`src/rtl/serial_boot_loader.sv`:
```
// Serial boot loader: receives framed words over an asynchronous two-wire
// bit-clock/data link and writes the payload into one of several memories.
module serial_boot_loader #(
  parameter int WORD_WIDTH     = 32,
  parameter int ADDR_WIDTH     = 12,
  parameter int NUM_TARGETS    = 2,
  parameter int SYNC_STAGES    = 2,
  parameter int TIMEOUT_CYCLES = 65535
) (
  input  logic                   clk,
  input  logic                   reset,
  input  logic                   enable,
  input  logic                   dataOnPin,
  input  logic                   dataPin,
  output logic [NUM_TARGETS-1:0] wEn,
  output logic [ADDR_WIDTH-1:0]  writeAddr,
  output logic [WORD_WIDTH-1:0]  dataOut,
  output logic                   ready,
  output logic                   busy,
  output logic                   done,
  output logic                   error
);

  localparam int CNT_W  = $clog2(WORD_WIDTH + 1);
  localparam int IDLE_W = $clog2(TIMEOUT_CYCLES + 1);

  typedef enum logic [1:0] {S_IDLE, S_DATA, S_CHECK} state_t;

  logic [SYNC_STAGES-1:0] r_on_sync, r_data_sync;
  logic                   r_on_prev;
  logic [WORD_WIDTH-1:0]  r_shift;
  logic [CNT_W-1:0]       r_bitcnt;
  logic [IDLE_W-1:0]      r_idle;

  state_t                 r_state, w_state_next;
  logic [ADDR_WIDTH-1:0]  r_addr, w_addr_next;
  logic [ADDR_WIDTH-1:0]  r_cnt, w_cnt_next;
  logic [WORD_WIDTH-1:0]  r_xor, w_xor_next;
  logic [7:0]             r_target, w_target_next;
  logic                   r_done, w_done_next;
  logic                   r_error, w_error_next;
  logic [NUM_TARGETS-1:0] r_wen, w_wen_next;
  logic [ADDR_WIDTH-1:0]  r_waddr, w_waddr_next;
  logic [WORD_WIDTH-1:0]  r_dout, w_dout_next;
  logic                   r_ready;
  logic                   w_write;

  logic                   w_on, w_din, w_sample, w_word_done, w_timeout;
  logic [7:0]             w_hdr_tgt;
  logic [ADDR_WIDTH-1:0]  w_hdr_n, w_hdr_addr;

  assign w_on        = r_on_sync[SYNC_STAGES-1];
  assign w_din       = r_data_sync[SYNC_STAGES-1];
  assign w_sample    = w_on & ~r_on_prev;
  // A word completes the cycle after its final bit was shifted in.
  assign w_word_done = enable && (r_bitcnt == CNT_W'(WORD_WIDTH));
  // Partial word abandoned by the host; completion takes priority.
  assign w_timeout   = enable && (r_bitcnt != '0) && !w_word_done && !w_sample &&
                       (r_idle == IDLE_W'(TIMEOUT_CYCLES - 1));

  assign w_hdr_tgt  = r_shift[WORD_WIDTH-1 -: 8];
  assign w_hdr_n    = r_shift[2*ADDR_WIDTH-1:ADDR_WIDTH];
  assign w_hdr_addr = r_shift[ADDR_WIDTH-1:0];

  // Synchronize the asynchronous link pins and remember the last bit-clock level.
  always_ff @(posedge clk) begin
    if (!reset) begin
      r_on_sync   <= '0;
      r_data_sync <= '0;
      r_on_prev   <= 1'b0;
    end else begin
      r_on_sync[0]   <= dataOnPin;
      r_data_sync[0] <= dataPin;
      for (int i = 1; i < SYNC_STAGES; i++) begin
        r_on_sync[i]   <= r_on_sync[i-1];
        r_data_sync[i] <= r_data_sync[i-1];
      end
      r_on_prev <= w_on;
    end
  end

  // Shift register, bit counter and inter-bit idle counter.
  always_ff @(posedge clk) begin
    if (!reset) begin
      r_shift  <= '0;
      r_bitcnt <= '0;
      r_idle   <= '0;
    end else begin
      if (enable && w_sample)
        r_shift <= {r_shift[WORD_WIDTH-2:0], w_din};
      if (!enable || w_timeout)
        r_bitcnt <= '0;
      else if (w_sample)
        r_bitcnt <= (w_word_done ? CNT_W'(0) : r_bitcnt) + CNT_W'(1);
      else if (w_word_done)
        r_bitcnt <= '0;
      if (!enable || w_sample || (r_bitcnt == '0) || w_word_done || w_timeout)
        r_idle <= '0;
      else
        r_idle <= r_idle + IDLE_W'(1);
    end
  end

  // Frame FSM: decodes headers, issues writes, checks the running XOR.
  always_comb begin
    w_state_next  = r_state;
    w_addr_next   = r_addr;
    w_cnt_next    = r_cnt;
    w_xor_next    = r_xor;
    w_target_next = r_target;
    w_done_next   = r_done;
    w_error_next  = r_error;
    w_waddr_next  = r_waddr;
    w_dout_next   = r_dout;
    w_write       = 1'b0;
    if (!enable) begin
      w_state_next = S_IDLE;
      if (r_state != S_IDLE) w_error_next = 1'b1;
    end else if (w_timeout && (r_state != S_IDLE)) begin
      w_state_next = S_IDLE;
      w_error_next = 1'b1;
    end else if (w_word_done) begin
      case (r_state)
        S_IDLE: begin
          if (int'(w_hdr_tgt) < NUM_TARGETS) begin
            w_state_next  = (w_hdr_n == '0) ? S_CHECK : S_DATA;
            w_addr_next   = w_hdr_addr;
            w_cnt_next    = w_hdr_n;
            w_target_next = w_hdr_tgt;
            w_xor_next    = '0;
            w_done_next   = 1'b0;
            w_error_next  = 1'b0;
          end else begin
            // Unknown target: the frame is refused outright.
            w_done_next  = 1'b0;
            w_error_next = 1'b1;
          end
        end
        S_DATA: begin
          w_write      = 1'b1;
          w_waddr_next = r_addr;
          w_dout_next  = r_shift;
          w_addr_next  = r_addr + ADDR_WIDTH'(1);
          w_xor_next   = r_xor ^ r_shift;
          w_cnt_next   = r_cnt - ADDR_WIDTH'(1);
          if (r_cnt == ADDR_WIDTH'(1)) w_state_next = S_CHECK;
        end
        S_CHECK: begin
          w_state_next = S_IDLE;
          if (r_shift == r_xor) w_done_next = 1'b1;
          else                  w_error_next = 1'b1;
        end
        default: w_state_next = S_IDLE;
      endcase
    end
  end

  genvar gi;
  generate
    for (gi = 0; gi < NUM_TARGETS; gi++) begin : g_wen
      assign w_wen_next[gi] = w_write && (r_target == 8'(gi));
    end
  endgenerate

  // FSM state and registered outputs.
  always_ff @(posedge clk) begin
    if (!reset) begin
      r_state  <= S_IDLE;
      r_addr   <= '0;
      r_cnt    <= '0;
      r_xor    <= '0;
      r_target <= '0;
      r_done   <= 1'b0;
      r_error  <= 1'b0;
      r_wen    <= '0;
      r_waddr  <= '0;
      r_dout   <= '0;
      r_ready  <= 1'b0;
    end else begin
      r_state  <= w_state_next;
      r_addr   <= w_addr_next;
      r_cnt    <= w_cnt_next;
      r_xor    <= w_xor_next;
      r_target <= w_target_next;
      r_done   <= w_done_next;
      r_error  <= w_error_next;
      r_wen    <= w_wen_next;
      r_waddr  <= w_waddr_next;
      r_dout   <= w_dout_next;
      r_ready  <= w_word_done;
    end
  end

  assign wEn       = r_wen;
  assign writeAddr = r_waddr;
  assign dataOut   = r_dout;
  assign ready     = r_ready;
  assign busy      = (r_state == S_DATA) || (r_state == S_CHECK);
  assign done      = r_done;
  assign error     = r_error;

endmodule

```
`config.mk`:
```
export PLATFORM = sky130hd
export DESIGN_NAME = serial_boot_loader
export DESIGN_NICKNAME = d
export VERILOG_FILES = /design/src/rtl/serial_boot_loader.sv
export SDC_FILE = /design/constraint.sdc
export NUM_CORES = 1
export LEC_CHECK = 0
export BUFFER_PORTS_ARGS = -buffer_cell sky130_fd_sc_hd__clkbuf_2
export CAP_MARGIN = 20
export CORE_AREA = 2 2 161 131
export CTS_CLUSTER_SIZE = 28
export DETAILED_ROUTE_END_ITERATION = 12
export DIE_AREA = 0 0 163 133
export RECOVER_POWER = 25
export SLEW_MARGIN = 15
export SYNTH_ARGS = -nofsm -noshare
export SYNTH_HDL_FRONTEND = slang
export SYNTH_SLANG_ARGS = --single-unit
export TNS_END_PERCENT = 10
```
`constraint.sdc`:
```
create_clock -name clk -period 2.2 [get_ports clk]
set_clock_uncertainty 0.1 [all_clocks]
set_input_delay 0.22 -clock clk [delete_from_list [all_inputs] [get_ports clk]]
set_output_delay 0.22 -clock clk [all_outputs]
set_load 0.01 [all_outputs]
```
==> results_dict.tcl <==
set metrics [dict create \
    worstReg2RegStart "r_bitcnt[0]$_SDFF_PP0_" \
    ant_nets 0 \
    fin_nets 1030 \
    maxUsedRoutingLayer "met4" \
    internal_power_mw 5.005 \
    setup_tns_ps 0 \
    cts_buffer_depth 2 \
    dp.final_hpwl_um 13980 \
    synth_top_cells_by_area "dfxtp_1, nand2_1, a21oi_1" \
    grt_pass1_wl_um 32690 \
    slew_violations 0 \
    diodes 0 \
    cp_data_required_time_ps 2480 \
    yosys.area.top_type "dfxtp_1" \
    switching_power_mw 1.440 \
    fp.dieW_um 163 \
    layout_common_cells "nand2_1, dfxtp_1, a21oi_1" \
    worstHoldPathCells 3 \
    critPathMaxFanout 9 \
    start_util 0.3796 \
    tightest_slew_ps 680.4 \
    port_buffers 54 \
    globalplace.congestion 0.8711 \
    status "finished, final reports clean" \
    wire_per_inst_um 15.72 \
    r2r_end "r_xor[8]$_SDFFE_PN0P_" \
    grt_max_degree 67 \
    synth_top_cell_area_share 0.4523 \
    setup_viol 0 \
    nFillCells 2038 \
    syn-num-nets 971 \
    clock.fmax_mhz 495.2 \
    boundaryPins 55 \
    multiInputGateArea_sq_um 3792 \
    vias 6779 \
    critPathSlowestCell "dfxtp_1" \
    synthCells 956 \
    drc 0 \
    path_clk_slew_ps 70 \
    worstSetupPathType "reg -> reg" \
    grt_setup_unrepaired "no" \
    seqPwrFrac 0.490 \
    async_reset_ff_frac 0 \
    leakage_nw 3.101 \
    crit_path_end_kind "register" \
    peakVddDrop_mv 0.4086 \
    dr_wl_met3_um 1170 \
    final_common_cell "nand2_1" \
    clk_latency_ps 440 \
    rrSetupSlack_ps 180 \
    viasPerCell 5.227 \
    ys.flop_type "dfxtp_1" \
    hold_path_startpoint "reset" \
    worst-path-buf-inv 2 \
    cts_num_sinks 174 \
    power_frac_comb 0.017 \
    drt-met1-wl_um 10730 \
    period_share 0.9180 \
    syn_area_per_cell_sq_um 8.056 \
    power_frac_clock 0.494 \
    grt.total_usage 0.1920 \
    drive_above_1_share 0.09922 \
    ys_ff_latch 174 \
    grt_pass1_vias 6142 \
    ys_warn_count 0 \
    hold-worst-slack_ps 133.0 \
    crit_chain "inv_1 > ha_1 > nor4b_4 > nand3_2 > nor2_4 > and3_1 > buf_4 > a32o_1" \
    detail_route.wirelength_um 20380 \
    pre_cts_ws_ps 183.6 \
    post-place-cells 1262 \
    yosysUniqueCellTypes 63 \
    rows 47 \
    die_h_um 133 \
    seq_area_frac_synth 0.4523 \
    seqCellArea_sq_um 3483 \
    hold_class "in -> reg" \
    reg2reg_depth 8 \
    wl_met2_um 8302 \
    syn_area_sq_um 7701 \
    antenna_found_initial 0 \
    cp_top_family "simple AND/OR/NAND/NOR gates" \
    drtPass1Iterations 5 \
    cp-start-kind "register" \
    cp.arrival_ps 2300 \
    setup_slack_ps 180.5 \
    synth_edf_count 0 \
    p_total_mw 6.445 \
    power_density_nw_per_um2 712.3 \
    cts_root_buf "clkbuf_16" \
    slowest_delay_ps 330 \
    grt_overflow 0 \
    dr.first_iter.drc_count 487 \
    cp_num_cells 8 \
    hold_violations 0 \
    area_growth_pct 17.50 \
    finalNonFillerCells 1297 \
    relSlewSlack 0.5464 \
    core_area_sq_um 20290 \
    htree_levels 4 \
    holdPathEnd "writeAddr[9]$_SDFFE_PN0P_" \
    cts_made_buffers 17 \
    die_area_sq_um 21680 \
    sw_frac_of_total 0.2234 \
    cts_tree "yes" \
    cap_violations 0 \
    min_period_ps 2020 \
]
==> cell families (layout without fill, tap and decap cells) <==
family | after synthesis | count (layout) | synth area share
AO/OA/AOI/OAI | 233 | 233 | 0.1872
XOR/XNOR | 34 | 34 | 0.03867
adder cells (fa/ha/maj) | 10 | 10 | 0.01625
buffers and inverters | 101 | 172 | 0.05751
flip-flops | 174 | 174 | 0.4523
multiplexers | 4 | 4 | 0.005199
AND/OR/NAND/NOR | 400 | 401 | 0.2429
==> timing repair <==
item	in CTS	in global routing
endpoints found under the setup margin	0	1
hold buffers	2	0
setup buffers	0	0
hold endpoints to repair	2	0
gates resized for setup	0	0
==> power by group through the flow <==
stage / registers (mW) / logic, mW / clock network (mW)
3_3_place_gp: 3.23 / 0.107 / 0
4_1_cts: 3.16 / 0.109 / 3.25
2_1_floorplan: 3.23 / 0.0644 / 0
5_1_grt: 3.16 / 0.117 / 3.38
3_5_place_dp: 3.23 / 0.106 / 0
6_report: 3.16 / 0.107 / 3.18
==> state kept, by name, summed over array words and instances, names as in the netlist <==
name / count
writeAddr: 12
r_shift: 32
r_on_prev: 1
dataOut: 32
r_target: 8
r_xor: 32
ready: 1
r_state: 2
r_idle: 16
done: 1
r_cnt: 12
r_addr: 12
r_bitcnt: 6
error: 1
wEn: 2
r_data_sync: 2
r_on_sync: 2
==> per-stage QoR <==
stage | cell area (sq um) | util
after global placement | 8477 | 0.4178
final | 9049 | 0.4460
after CTS | 9106 | 0.4488
after global routing | 9049 | 0.4460
after detailed placement | 8477 | 0.4178
after floorplan | 7701 | -
==> worst register-to-register path, delay by kind of cell (launching register included) <==
family / cells / cell delay [ps]
buf+inv: 2 / 260
simple gates: 4 / 990
fa+ha+maj: 1 / 140
compound gates: 1 / 140
flops: 1 / 330
==> final cells by class <==
cell class / count / area share
Tap cell: 269 / 0.03720
Inverter: 34 / 0.01424
Multi-Input combinational cell: 682 / 0.4191
Clock inverter: 13 / 0.01950
Clock buffer: 19 / 0.04784
Timing Repair Buffer: 106 / 0.07716
Sequential cell: 174 / 0.3850
==> cells in the mapped netlist (6+ instances only) <==
cell type	instances
nand2_1	209
dfxtp_1	174
a21oi_1	113
nor2_1	58
clkbuf_1	42
inv_1	34
o21ai_0	34
nand2b_1	25
o22ai_1	22
xnor2_1	21
nand3_1	20
nand4_1	17
and2_1	15
buf_2	15
nor2b_1	15
xor2_1	13
a32o_1	10
ha_1	10
nor3_1	10
nor4_1	7
a22oi_1	6
o21a_1	6
o32ai_1	6
==> metal layers <==
metal,vias to the layer above,GRT usage
met5,-,0
met4,0,0.04572
met3,13,0.04608
met2,188,0.2625
met1,3190,0.2989
li1,3388,-
==> worst max-delay path by stage <==
stage / startpoint / to / slack [ps]
4_1_cts: r_idle[5]$_SDFF_PP0_ / r_idle[6]$_SDFF_PP0_ / 170
3_5_place_dp: r_idle[5]$_SDFF_PP0_ / r_idle[11]$_SDFF_PP0_ / 180
3_3_place_gp: r_idle[5]$_SDFF_PP0_ / r_idle[3]$_SDFF_PP0_ / 200
6_report: r_bitcnt[0]$_SDFF_PP0_ / r_xor[8]$_SDFFE_PN0P_ / 180
5_1_grt: r_bitcnt[1]$_SDFF_PP0_ / r_xor[24]$_SDFFE_PN0P_ / 20
2_1_floorplan: r_state[0]$_SDFFE_PP0P_ / r_addr[4]$_SDFFE_PN0P_ / 380
No activity file was read; power rests on OpenSTA's default activity.
